`src/rtl/fft_pkg.sv`:
```
// Shared constants and state encoding for the FFT output serializer.
// Frame size, sample width and FSM states live here.
package fft_pkg;

  localparam int N     = 4;
  localparam int W     = 2**N;
  localparam int NPT   = 8;
  localparam int IDX_W = 3;

  typedef enum logic {
    IDLE   = 1'b0,
    STREAM = 1'b1
  } state_e;

endpackage

```
`src/rtl/fft_scale_shift.sv`:
```
// Signed arithmetic right shift of one sample by a fixed amount.
// Sign-extending and truncating toward minus infinity.
module fft_scale_shift #(
  parameter int W     = 16,
  parameter int SCALE = 0
) (
  input  logic [W-1:0] din,
  output logic [W-1:0] dout
);

  assign dout = $signed(din) >>> SCALE;

endmodule

```
`src/rtl/fft_out_serializer.sv`:
```
// Captures one parallel 8-point FFT frame and streams it out
// one complex bin per beat, k = 0..7, over valid/ready.
module fft_out_serializer #(
  parameter  int N     = fft_pkg::N,
  parameter  int SCALE = 0,
  localparam int W     = 2**N
) (
  input  logic         clk,
  input  logic         rst,
  input  logic         in_valid,
  output logic         in_ready,
  input  logic [W-1:0] y0,
  input  logic [W-1:0] y4,
  input  logic [W-1:0] yr1,
  input  logic [W-1:0] yi1,
  input  logic [W-1:0] yr2,
  input  logic [W-1:0] yi2,
  input  logic [W-1:0] yr3,
  input  logic [W-1:0] yi3,
  input  logic [W-1:0] yr5,
  input  logic [W-1:0] yi5,
  input  logic [W-1:0] yr6,
  input  logic [W-1:0] yi6,
  input  logic [W-1:0] yr7,
  input  logic [W-1:0] yi7,
  output logic         out_valid,
  input  logic         out_ready,
  output logic [W-1:0] out_re,
  output logic [W-1:0] out_im,
  output logic [2:0]   out_idx,
  output logic         out_last
);

  import fft_pkg::*;

  state_e           state_q, state_d;
  logic [IDX_W-1:0] k_q, k_d, k_nxt;
  logic             out_valid_q, out_valid_d;
  logic             out_last_q, out_last_d;
  logic [W-1:0]     out_re_q, out_re_d;
  logic [W-1:0]     out_im_q, out_im_d;
  logic [W-1:0]     buf_re_q [NPT];
  logic [W-1:0]     buf_im_q [NPT];
  logic [W-1:0]     buf_re_d [NPT];
  logic [W-1:0]     buf_im_d [NPT];

  logic             in_fire, out_fire, load;
  logic [W-1:0]     src_re, src_im;
  logic [W-1:0]     sh_re, sh_im;

  fft_scale_shift #(.W(W), .SCALE(SCALE)) u_sh_re (
    .din  (src_re),
    .dout (sh_re)
  );

  fft_scale_shift #(.W(W), .SCALE(SCALE)) u_sh_im (
    .din  (src_im),
    .dout (sh_im)
  );

  // in_ready reopens combinationally on the last-beat fire,
  // which lets the next frame follow with no bubble.
  always_comb begin
    out_fire = out_valid_q && out_ready;
    in_ready = (state_q == IDLE) || (out_fire && out_last_q);
    in_fire  = in_valid && in_ready;
    k_nxt    = k_q + 3'd1;

    state_d     = state_q;
    k_d         = k_q;
    out_valid_d = out_valid_q;
    out_last_d  = out_last_q;
    buf_re_d    = buf_re_q;
    buf_im_d    = buf_im_q;
    src_re      = '0;
    src_im      = '0;
    load        = 1'b0;

    if (in_fire) begin
      buf_re_d = '{y0, yr1, yr2, yr3, y4, yr5, yr6, yr7};
      buf_im_d = '{'0, yi1, yi2, yi3, '0, yi5, yi6, yi7};
      state_d     = STREAM;
      k_d         = '0;
      out_valid_d = 1'b1;
      out_last_d  = 1'b0;
      src_re      = y0;
      load        = 1'b1;
    end else if (out_fire) begin
      if (out_last_q) begin
        state_d     = IDLE;
        out_valid_d = 1'b0;
        out_last_d  = 1'b0;
      end else begin
        k_d        = k_nxt;
        out_last_d = (k_nxt == 3'd7);
        src_re     = buf_re_q[k_nxt];
        src_im     = buf_im_q[k_nxt];
        load       = 1'b1;
      end
    end

    out_re_d = load ? sh_re : out_re_q;
    out_im_d = load ? sh_im : out_im_q;
  end

  always_ff @(posedge clk) begin
    if (rst) begin
      state_q     <= IDLE;
      k_q         <= '0;
      out_valid_q <= 1'b0;
      out_last_q  <= 1'b0;
      out_re_q    <= '0;
      out_im_q    <= '0;
    end else begin
      state_q     <= state_d;
      k_q         <= k_d;
      out_valid_q <= out_valid_d;
      out_last_q  <= out_last_d;
      out_re_q    <= out_re_d;
      out_im_q    <= out_im_d;
    end
  end

  always_ff @(posedge clk) begin
    buf_re_q <= buf_re_d;
    buf_im_q <= buf_im_d;
  end

  assign out_valid = out_valid_q;
  assign out_last  = out_last_q;
  assign out_re    = out_re_q;
  assign out_im    = out_im_q;
  assign out_idx   = k_q;

endmodule
```
`config.mk`:
```
export PLATFORM = sky130hd
export DESIGN_NAME = fft_out_serializer
export DESIGN_NICKNAME = d
export VERILOG_FILES = /design/src/rtl/fft_pkg.sv /design/src/rtl/fft_scale_shift.sv /design/src/rtl/fft_out_serializer.sv
export SDC_FILE = /design/constraint.sdc
export NUM_CORES = 1
export LEC_CHECK = 0
export CAP_MARGIN = 5
export CORE_ASPECT_RATIO = 2
export CORE_UTILIZATION = 40
export DETAILED_ROUTE_END_ITERATION = 10
export HOLD_SLACK_MARGIN = 0.08
export PLACE_DENSITY_LB_ADDON = 0.1
export SLEW_MARGIN = 20
export SYNTH_ARGS = -nofsm -noshare
export SYNTH_HDL_FRONTEND = slang
export SYNTH_SLANG_ARGS = --single-unit
```
`constraint.sdc`:
```
create_clock -name clk -period 3.6 [get_ports clk]
set_input_delay 0.36 -clock clk [delete_from_list [all_inputs] [get_ports clk]]
set_output_delay 0.36 -clock clk [all_outputs]
set_load 0.05 [all_outputs]
```
Word level (Yosys, flattened, before mapping)
Index checks and enable logic that the tools add are counted.
- bits in registers: 261
- input port bits: 228
- word-level logic and storage cells: 53
- output and inout bits: 38
- $add $sub $neg: 1
- equality and inequality tests: 1
- reductions and logical operators: 9
- bitwise operators: 3
- multiplexer cells: 19
- $lt $le $gt $ge: 1
- operators by type and width (operator ; count):
    16-bit two-way mux ; 10
    16-bit binary-select mux with 3-bit select ; 2
    1-bit two-way mux ; 7
    4-bit >= comparator, second input constant ; 1
    3-bit NOT with 4-bit output ; 1
    2-bit AND reduction ; 2
    2-bit nonzero test ; 2
    3-bit by 1-bit adder with 3-bit output, second input constant ; 1
    3-bit == test, second input constant ; 1
    1-bit logical AND ; 3
    1-bit NOT ; 2
    2-bit OR reduction ; 1
    1-bit logical OR ; 1

Logic depth before layout (Yosys ltp)
- depth in word-level cells: 8
- depth in mapped cells: 9
- gate-level depth less buffers: 6

Hierarchy
From an unflattened synthesis, not the netlist that was laid out.
- cells, all modules: 636
- area, all modules: 10248.6 um^2
- modules (own cells, without submodules) (module ; sequential area each (um^2) ; instances ; area each (um^2) ; cells an instance):
    fft_out_serializer ; 7467.2 ; 1 ; 10008.3 ; 604
    fft_scale_shift ; 0.0 ; 2 ; 120.1 ; 16

Worst setup path after synthesis
OpenSTA, ideal clock, no wires.
- path kind: register -> register
- from: register out_last_q (netlist: out_last)
- to: register buf_im_q[0] (netlist bit), enable pin
- data required time: 3.122 ns
- buffers on the path: 1
- slack: -0.559 ns
- stages on the path, launching flop included: 5
- arrival time: 3.680 ns
- library setup time: 0.478 ns
- period minus slack after synthesis: 4.159 ns
- cells stage by stage: dfxtp_1 -> a21bo_1 -> clkbuf_1 -> nand2_1 -> inv_2
- word-level cells in the longest chain between the ends: 3
- ends and longest elaborated chain (item ; RTL line ; text):
    from (decl) ; fft_out_serializer.sv:39 ; logic out_last_q, out_last_d;
    from (signal assigned) ; fft_out_serializer.sv:118 ; out_last_q <= out_last_d;
    1-bit logical AND ; fft_out_serializer.sv:65 ; in_ready = (state_q == IDLE) || (out_fire && out_last_q);
    1-bit logical OR ; fft_out_serializer.sv:65 ;
    1-bit logical AND ; fft_out_serializer.sv:66 ; in_fire = in_valid && in_ready;
    via in_fire ; fft_out_serializer.sv:47 ; logic in_fire, out_fire, load;
    to (signal assigned) ; fft_out_serializer.sv:126 ; buf_im_q <= buf_im_d;
    to (decl) ; fft_out_serializer.sv:43 ; logic [W-1:0] buf_im_q [NPT];
The timed path passes the listed nets, and every way through them passes these cells.
A chain may end at the register's enable or synchronous reset.

Worst setup path in the final report
- from: register k_q[0] (netlist: out_idx[0])
- to: register out_im_q[10] (netlist: out_im[10])
- word-level cells in the longest chain between the ends: 8
- ends and longest elaborated chain (item ; RTL line ; text):
    from (decl) ; fft_out_serializer.sv:37 ; logic [IDX_W-1:0] k_q, k_d, k_nxt;
    from (signal assigned) ; fft_out_serializer.sv:116 ; k_q <= k_d;
    3-bit by 1-bit adder with 3-bit output ; fft_out_serializer.sv:67 ; k_nxt = k_q + 3'd1;
    via k_nxt[0] ; fft_out_serializer.sv:37 ;
    3-bit NOT with 4-bit output (implied by the code) ; fft_out_serializer.sv:97 ; src_im = buf_im_q[k_nxt];
    16-bit binary-select mux with 3-bit select ; fft_out_serializer.sv:97 ;
    16-bit two-way mux (implied by the code) (2 in series) ; fft_out_serializer.sv:97 ;
    16-bit two-way mux ; fft_out_serializer.sv:89 ; if (out_last_q) begin
    16-bit two-way mux ; fft_out_serializer.sv:88 ; end else if (out_fire) begin
    16-bit two-way mux ; fft_out_serializer.sv:79 ; if (in_fire) begin
    to (signal assigned) ; fft_out_serializer.sv:120 ; out_im_q <= out_im_d;
    to (decl) ; fft_out_serializer.sv:41 ; logic [W-1:0] out_im_q, out_im_d;
The timed path passes the listed nets, and every way through them passes these cells. The select of a mux whose other input is x is not followed.

==> run metrics <==
post-DP HPWL 18400 um; Synthesized Nets 849; leading area contributor after synthesis edfxtp_1; Area Overhead vs Synth 38.9%; layout cells sized above 1 7.31%; largest net degree at the start of global routing 91; Achievable Freq 0.321 GHz; H-tree levels 1; Final TNS setup 0 ns; unrepaired setup endpoints after global routing no; drc violations 0; Nets 1115; Final Critical Period 3.11 ns; Slew @ Worst Pin 0.932 ns; critical path startpoint out_idx[0]; initial antenna violation count 2; DIE HEIGHT 225 um; max-slew violation count 0; number of synthesized register bits 261; Final ANT Viol Nets 0; Startpoint Class flip-flop; number of global-route vias before repair 7001; commonest non-fill, non-tap cell in the layout clkdlybuf4s50_1; Vias/cell 5.12; Mean Syn Cell Area 16.1 um^2; Rows 81; post-synth top area share 67.3%; Max transition margin 37.8%; Crit Path Max Fanout 16; Die W 114 um; first-pass GRT wire length 38500 um; largest cells by area after synthesis edfxtp_1, dfxtp_1, mux2i_1; crit end category flip-flop; status finished, final reports clean; hold_buf cts 0; Seq/Total Area, Yosys 74.8%; Initial DRC Count 385; Hold Path Class in2reg; WL final 25900 um; CP required 4.04 ns; clk slew on worst S/H paths 0.06 ns; Core ar. 0.0245 mm^2; Clock Tree Buf Depth 3; DR WL/cell 21.0 um; DIE AREA 0.0256 mm^2; Cell Area, Synth 0.00999 mm^2; Worst Skew 0.0133 ns; # port buffers 265; Min Hold Slack 0.389 ns; max_cap viols 0; Placer Congestion 0.804; Setup Fix Bufs, Post-CTS 0; initial core utilization 40.7%; post-synth cell types 36; cts bufs inserted 24; GR Util All Layers 20.3%; Final setup viols 0; gr ovfl total 0; Worst R2R Start out_idx[0]; clk_lat worst skew 0.52 ns; Num Clock Sinks 261; CTS resizes 0; via count 6327; worst vdd ir 0.431 mV; Worst Path Arrival 3.56 ns; Synthesis Warnings 0; first drt pass iteration count 5; IO Count 266; most frequent cells in the layout clkdlybuf4s50_1, edfxtp_1, mux2i_1, nand2_1, dfxtp_1; Tcrit/Tclk final 86.5%; Hold Path Origin yr7[7]; pwr dens 491 mW/mm^2; CTS tree built; WS Path Type reg2reg; count of final hold-check violations 0; Leakage Power 0.00470 uW; clk root buf clkbuf_16; Syn Inst Count 619
-- cells by family after synthesis --
group | after synthesis | synth area share [%]
fa+ha+maj | 2 | 0.250
flops | 261 | 74.8
simple gates | 107 | 5.06
xor+xnor | 4 | 0.351
compound gates | 121 | 9.32
buf+inv | 44 | 2.04
mux | 80 | 8.22
-- cell type report --
class	instances	area [um^2]
repair buffers	280	2800
diodes	1	2.50
clock inverters	5	73.8
well taps	332	415
flip-flops and latches	261	7470
clock buffers	39	738
fillers	2047	10700
multi-input cells	314	2360
inverters	4	22.5
-- worst max-delay path, cell delays in order, from the launching register on --
cell and delay [ns]:
dfxtp_1 0.55, inv_1 0.16, ha_1 0.51, nor2_2 0.62
nand2_1 0.64, o22a_1 0.39, a21oi_1 0.15
-- synthesized netlist by cell type, drive strengths merged --
cell,n
a2111oi,4
a21bo,1
a21boi,1
a21oi,17
a22o,13
a22oi,16
a311oi,3
a31o,13
a31oi,17
a32oi,3
and2,2
and3,29
and3b,1
buf,15
clkbuf,25
dfxtp,37
edfxtp,224
ha,2
inv,4
mux2,16
mux2i,64
nand2,63
nand2b,1
nor2,2
nor2b,6
nor3,3
o22a,16
o22ai,1
o2bb2ai,3
o32ai,13
xnor2,2
xor2,2
-- metrics by stage --
stage | power (uW) | instances | worst slack (ns) | cell area (um^2) | utilization (%)
after floorplan | 3870 | 619 | 0.438 | 9990 | -
after CTS | 6900 | 1235 | 0.416 | 13900 | 56.6
after global placement | 4270 | 1191 | 0.643 | 13100 | 53.2
after detailed placement | 4290 | 1191 | 0.433 | 13100 | 53.2
final | 6820 | 1236 | 0.486 | 13900 | 56.6
after global routing | 7040 | 1236 | 0.241 | 13900 | 56.6
-- sequential cells by signal, indices dropped and copies added, names as in the netlist --
register	cells
out_last	1
out_valid	1
out_idx	3
buf_im_q	96
out_im	16
out_re	16
buf_re_q	128
-- final timing paths --
| check | slack, ns | to | depth (start not counted) |
|---|---|---|---|
| min reg2reg | 0.54 | out_re[5] | 2 |
| max | 0.49 | out_im[10] | 6 |
| max reg2reg | 0.49 | out_im[10] | 6 |
| min | 0.39 | buf_re_q[7] | 1 |
-- power breakdown --
group	internal (uW)	switching, uW
Sequential	3480	54.8
Combinational	345	336
Clock	1540	1060
Total	5360	1450
-- metal layers --
metal	up-vias	GRT usage (%)	part of all wire [%]
li1	2963	-	-
met3	53	4.84	6.6
met4	2	8.28	3.0
met1	3068	19.8	33
met2	241	39.8	57
met5	-	0	0.042
Note: power is estimated with default switching activity, not from simulation.
